## src/rtl/mem_bus_arb.sv

```systemverilog
// mem_bus_arb: shares the single 64-bit memory bus between instruction fetch (IF)
// and the MEM stage load/store path. One transaction at a time; MEM has priority.
//
// Ports:
//   clk, rst                         clock, synchronous active-high reset
//   if_req/if_addr                   fetch request (held until if_done)
//   if_rdata/if_done/stallreq_if     fetch response, done pulse, stall request
//   mem_req/we/addr/wdata/wstrb      load/store request (held until mem_done)
//   mem_rdata/mem_done/stallreq_mem  load response, done pulse, stall request
//   flush                            IF-side pipeline flush
//   bus_valid/we/addr/wdata/wstrb    bus request channel (out), bus_ready (in)
//   bus_rvalid/bus_rdata             bus response channel (in)
//   bus_err                          timeout pulse
//
// Optional feature: define ARB_TIMEOUT_EN to add an 8-bit transaction watchdog.
// Without it bus_err is tied 0 and the arbiter waits indefinitely.

module mem_bus_arb (
  input  logic        clk,
  input  logic        rst,
  input  logic        if_req,
  input  logic [63:0] if_addr,
  output logic [63:0] if_rdata,
  output logic        if_done,
  output logic        stallreq_if,
  input  logic        mem_req,
  input  logic        mem_we,
  input  logic [63:0] mem_addr,
  input  logic [63:0] mem_wdata,
  input  logic [7:0]  mem_wstrb,
  output logic [63:0] mem_rdata,
  output logic        mem_done,
  output logic        stallreq_mem,
  input  logic        flush,
  output logic        bus_valid,
  output logic        bus_we,
  output logic [63:0] bus_addr,
  output logic [63:0] bus_wdata,
  output logic [7:0]  bus_wstrb,
  input  logic        bus_ready,
  input  logic        bus_rvalid,
  input  logic [63:0] bus_rdata,
  output logic        bus_err
);

  typedef enum logic [1:0] {StIdle, StReq, StWait} state_e;

  state_e      state_q, state_d;
  logic        owner_q, owner_d;      // 0 = IF, 1 = MEM
  logic        discard_q, discard_d;
  logic        if_done_q, if_done_d;
  logic        mem_done_q, mem_done_d;
  logic [63:0] if_rdata_q, if_rdata_d;
  logic [63:0] mem_rdata_q, mem_rdata_d;
  logic        req_we_q, req_we_d;
  logic [63:0] req_addr_q, req_addr_d;
  logic [63:0] req_wdata_q, req_wdata_d;
  logic [7:0]  req_wstrb_q, req_wstrb_d;
  logic        fin;
  logic [63:0] fin_data;
  logic        discard_now;

`ifdef ARB_TIMEOUT_EN
  logic [7:0] cnt_q, cnt_d;
  logic       err_q, err_d;
`endif

  always_comb begin
    state_d     = state_q;
    owner_d     = owner_q;
    discard_d   = discard_q;
    if_done_d   = 1'b0;
    mem_done_d  = 1'b0;
    if_rdata_d  = if_rdata_q;
    mem_rdata_d = mem_rdata_q;
    req_we_d    = req_we_q;
    req_addr_d  = req_addr_q;
    req_wdata_d = req_wdata_q;
    req_wstrb_d = req_wstrb_q;
    fin         = 1'b0;
    fin_data    = bus_rdata;
    // A flush seen in the completing cycle must also suppress the fetch.
    discard_now = discard_q | (flush & ~owner_q);
`ifdef ARB_TIMEOUT_EN
    cnt_d = (state_q == StIdle) ? cnt_q : cnt_q + 8'd1;
    err_d = 1'b0;
`endif

    unique case (state_q)
      StIdle: begin
        discard_d = 1'b0;
        // No grant while a done pulse is out: the requester still holds req.
        if (!if_done_q && !mem_done_q) begin
          if (mem_req) begin
            state_d     = StReq;
            owner_d     = 1'b1;
            req_we_d    = mem_we;
            req_addr_d  = mem_addr;
            req_wdata_d = mem_wdata;
            req_wstrb_d = mem_wstrb;
`ifdef ARB_TIMEOUT_EN
            cnt_d = 8'd0;
`endif
          end else if (if_req && !flush) begin
            state_d     = StReq;
            owner_d     = 1'b0;
            req_we_d    = 1'b0;
            req_addr_d  = if_addr;
            req_wdata_d = 64'd0;
            req_wstrb_d = 8'hFF;
`ifdef ARB_TIMEOUT_EN
            cnt_d = 8'd0;
`endif
          end
        end
      end
      StReq: begin
        if (flush && !owner_q) discard_d = 1'b1;
        if (bus_ready) state_d = StWait;
      end
      StWait: begin
        if (flush && !owner_q) discard_d = 1'b1;
        if (bus_rvalid) fin = 1'b1;
      end
      default: state_d = StIdle;
    endcase

`ifdef ARB_TIMEOUT_EN
    if (!fin && state_q != StIdle && cnt_q == 8'd254) begin
      fin      = 1'b1;
      fin_data = 64'd0;
      err_d    = 1'b1;
    end
`endif

    if (fin) begin
      state_d = StIdle;
      if (owner_q) begin
        mem_done_d = 1'b1;
        if (!req_we_q) mem_rdata_d = fin_data;
      end else if (!discard_now) begin
        if_done_d  = 1'b1;
        if_rdata_d = fin_data;
      end
    end
  end

  always_ff @(posedge clk) begin
    if (rst) begin
      state_q     <= StIdle;
      owner_q     <= 1'b0;
      discard_q   <= 1'b0;
      if_done_q   <= 1'b0;
      mem_done_q  <= 1'b0;
      if_rdata_q  <= 64'd0;
      mem_rdata_q <= 64'd0;
      req_we_q    <= 1'b0;
      req_addr_q  <= 64'd0;
      req_wdata_q <= 64'd0;
      req_wstrb_q <= 8'd0;
    end else begin
      state_q     <= state_d;
      owner_q     <= owner_d;
      discard_q   <= discard_d;
      if_done_q   <= if_done_d;
      mem_done_q  <= mem_done_d;
      if_rdata_q  <= if_rdata_d;
      mem_rdata_q <= mem_rdata_d;
      req_we_q    <= req_we_d;
      req_addr_q  <= req_addr_d;
      req_wdata_q <= req_wdata_d;
      req_wstrb_q <= req_wstrb_d;
    end
  end

`ifdef ARB_TIMEOUT_EN
  always_ff @(posedge clk) begin
    if (rst) begin
      cnt_q <= 8'd0;
      err_q <= 1'b0;
    end else begin
      cnt_q <= cnt_d;
      err_q <= err_d;
    end
  end
  assign bus_err = err_q;
`else
  assign bus_err = 1'b0;
`endif

  assign bus_valid    = (state_q == StReq);
  assign bus_we       = req_we_q;
  assign bus_addr     = req_addr_q;
  assign bus_wdata    = req_wdata_q;
  assign bus_wstrb    = req_wstrb_q;
  assign if_done      = if_done_q;
  assign mem_done     = mem_done_q;
  assign if_rdata     = if_rdata_q;
  assign mem_rdata    = mem_rdata_q;
  assign stallreq_if  = if_req & ~if_done_q;
  assign stallreq_mem = mem_req & ~mem_done_q;

endmodule

```

## config.mk

```make
export PLATFORM = sky130hd
export DESIGN_NAME = mem_bus_arb
export DESIGN_NICKNAME = d
export VERILOG_FILES = /design/src/rtl/mem_bus_arb.sv
export SDC_FILE = /design/constraint.sdc
export NUM_CORES = 1
export LEC_CHECK = 0
export CAP_MARGIN = 20
export CORE_AREA = 3 3 212 214
export DETAILED_ROUTE_END_ITERATION = 8
export DIE_AREA = 0 0 215 217
export PLACE_DENSITY_LB_ADDON = 0.12
export SYNTH_ARGS = -nofsm -noshare
export SYNTH_HDL_FRONTEND = slang
export SYNTH_SLANG_ARGS = --single-unit
```

## constraint.sdc

```tcl
create_clock -name clk -period 2.3 [get_ports clk]
set_input_delay 0.345 -clock clk [delete_from_list [all_inputs] [get_ports clk]]
set_output_delay 0.345 -clock clk [all_outputs]
set_load 0.02 [all_outputs]
```

==> out/qor.yml, run 1 <==
outcome:
  status: "finished clean"
critical_path:
  rrSetupSlack_ns: 0.41
  crit_arrival_ns: 1.66
  worst-endpoint-required_ns: 1.96
  worst-path-max-fanout: 4
  r2r-start: "state_q[0]"
  path_class: "flip-flop to output port"
  worstSetupStartpointType: "flip-flop"
  cp-end-kind: "output port"
  r2r-end: "if_rdata[4]"
  reg2reg_depth: 7
clocking:
  ctsRootBufferMaster: "clkbuf_16"
  clock_latency_ns: 0.52
  clkSlewWorstSetupHoldPaths_ns: 0.06
  ctsHoldBuffers: 0
  cts_tree: "built"
  htree_levels: 2
  cts-resized-gates: 1
  cts_setup_buffers: 0
  cts_sinks: 271
  clk_path_buf_depth: 3
  cts_buffers: 35
timing:
  setup_ws_ns: 0.290
  setup_violations: 0
  period_minus_slack_ns: 2.01
  fin_tns_setup_ns: 0
  period_share_pct: 87.4
  finalClockSkew_ns: 0.0117
  report.final.slew_viol_count: 0
  timing.fmax_ghz: 0.498
  hold_viol_final: 0
  relSlewSlack_pct: 54.9
  rsz0062_at_grt: "no"
  worst_slew_pin_slew_ns: 0.676
place:
  io_buffers: 541
  place_hpwl_mm: 29.9
  gp_congestion: 0.795
  pre_cts_ws_ns: 0.173
logic_synthesis:
  synth.avg_cell_area_um2: 8.86
  synth-seq-cells: 271
  synth.yosys.seq_area_share_pct: 53.7
  synth_nets: 1416
  syn_area_mm2: 0.0101
  synth.distinct_cells: 35
  ys.warnings.count: 0
  syn_inst: 1140
floorplan:
  initial_utilization_pct: 23.4
  core_region_area_mm2: 0.0431
  boundaryPins: 543
  die_y_um: 217
  die_area_mm2: 0.0467
  rows: 76
  die_x_um: 215
final_layout:
  final_cell_mix: "clkdlybuf4s50_1, dfxtp_1, nand2_1"
  drive_gt1_share_pct: 5.75
  final_nets: 1923
  final_common_cell: "clkdlybuf4s50_1"
  area_growth_pct: 70.9
detailed_routing:
  drt_wl_total_mm: 41.4
  detail_route.wl_per_cell_um: 18.3
  via_per_inst: 4.36
  drc_errors: 0
  ant_nets: 0
  dr.pass1.iters: 7
  num_vias: 9840
  drtIter0Drc: 383
global_route:
  grt_use_total_pct: 16.9
  grt_pass1_wl_mm: 61.5
  grt_max_degree: 74
  grt_antenna_before_repair: 3
  grt_pass1_vias: 9800
  grt_overflow_total: 0
power_and_ir_drop:
  vdd_drop_max_mv: 0.596
  p_leak_uw: 0.00619
  p_per_area_mw_per_mm2: 928
hold_path:
  min_from: "mem_req"
  holdPathEnd: "bus_we"
  hold_path.class: "input port to flip-flop"
  holdPathStages: 3
run:
  maxCapViolations: 0
-- how the worst max path moves through the flow --
| stage | slack, ns | depth (start not counted) | end | from |
|---|---|---|---|---|
| 5_1_grt | 0.17 | 2 | stallreq_if | if_done |
| 3_5_place_dp | 0.17 | 6 | if_rdata[62] | bus_rvalid |
| 6_report | 0.29 | 2 | stallreq_if | if_done |
| 4_1_cts | 0.22 | 2 | stallreq_if | if_done |
| 3_3_place_gp | 0.20 | 6 | if_rdata[50] | bus_rvalid |
| 2_1_floorplan | 0.61 | 8 | if_rdata[0] | state_q[0] |
-- synth_stat cells --
cell,number,share of area (%)
dfxtp_1,271,54
nand2_1,258,9.6
nor2_1,138,5.1
a21oi_1,123,6.1
a211oi_1,64,4.8
mux2i_1,64,6.3
a22oi_1,63,4.7
clkbuf_1,43,1.6
buf_2,35,1.7
buf_6,12,1.3
nor3b_1,11,0.82
a21oi_2,10,0.87
nor3_1,8,0.40
buf_4,6,0.45
ha_1,4,0.50
inv_1,4,0.15
nand3_1,4,0.20
o21ai_0,3,0.15
a21boi_0,2,0.15
nor2b_1,2,0.12
a221o_1,1,0.099
a221oi_1,1,0.087
and3_1,1,0.062
buf_1,1,0.037
conb_1,1,0.037
nand2_2,1,0.062
nand3b_1,1,0.074
nand4b_1,1,0.087
nor2b_2,1,0.087
nor4_4,1,0.21
o211a_1,1,0.099
o211ai_1,1,0.074
or2_2,1,0.062
or3b_2,1,0.087
or4_1,1,0.074
-- registers in the layout, indices dropped and copies added, names as in the netlist --
signal,cells
bus_addr,64
bus_wdata,64
bus_we,1
bus_wstrb,8
discard_q,1
if_done,1
if_rdata,64
mem_done,1
mem_rdata,64
owner_q,1
state_q,2
-- power breakdown --
group / total [uW] / switching, uW / internal, uW / leakage, uW
Clock: 5310 / 2040 / 3270 / 0.000542
Sequential: 5740 / 360 / 5380 / 0.00221
Combinational: 4970 / 2690 / 2280 / 0.00344
-- critical path, stage by stage (launching register included) --
cell,delay (ns)
dfxtp_1,0.37
nor2b_1,0.14
clkdlybuf4s50_1,0.64
-- cells by family (layout without fill, tap and decap cells) --
family | count (synthesis) | count (layout) | share of synthesized area [%]
buffers and inverters | 101 | 631 | 5.30
AND/OR/NAND/NOR | 430 | 430 | 17.1
flip-flops | 271 | 271 | 53.7
other | 1 | 3 | 0.0371
AO/OA/AOI/OAI | 269 | 269 | 17.1
adder cells (fa/ha/maj) | 4 | 4 | 0.495
multiplexers | 64 | 64 | 6.34
-- final cells by class --
type / instances / area, um^2
fill: 4313 / 25800
timing repair buffer: 567 / 5810
sequential: 271 / 5430
multi-input combinational: 768 / 4160
clock buffer: 55 / 1060
inverter: 4 / 15.0
clock inverter: 5 / 55.1
antenna: 2 / 5.00
tap: 585 / 732
-- stage by stage --
stage | instance area, um^2 | hold WS, ns | power [uW] | instances | utilization (%)
finish | 17300 | 0.189 | 16000 | 2257 | 40.1
global route | 17300 | 0.170 | 16900 | 2257 | 40.1
CTS | 17300 | 0.147 | 16300 | 2255 | 40.1
detailed placement | 16100 | 0.447 | 10900 | 2195 | 37.5
global placement | 16100 | 0.441 | 10800 | 2195 | 37.5
floorplan | 10100 | 0.474 | 8330 | 1140 | -
-- routing by layer --
metal  part of all wire, %  wire length (um)  up-vias  GRT usage, %
met2                    50             20700      329          30.2
met3                   8.7              3580       43          6.44
met4                   1.8               754        0          4.82
met5                     0                 0        -             0
li1                      -                 -     4898             -
met1                    40             16300     4570          18.7
Note: power is estimated with default switching activity, not from simulation.
==> run 2: changes to the inputs <==
SLEW_MARGIN = 20   (was not set)
==> results of run 2 <==
Final layout, timing and power as in run 1 (identical DEF).
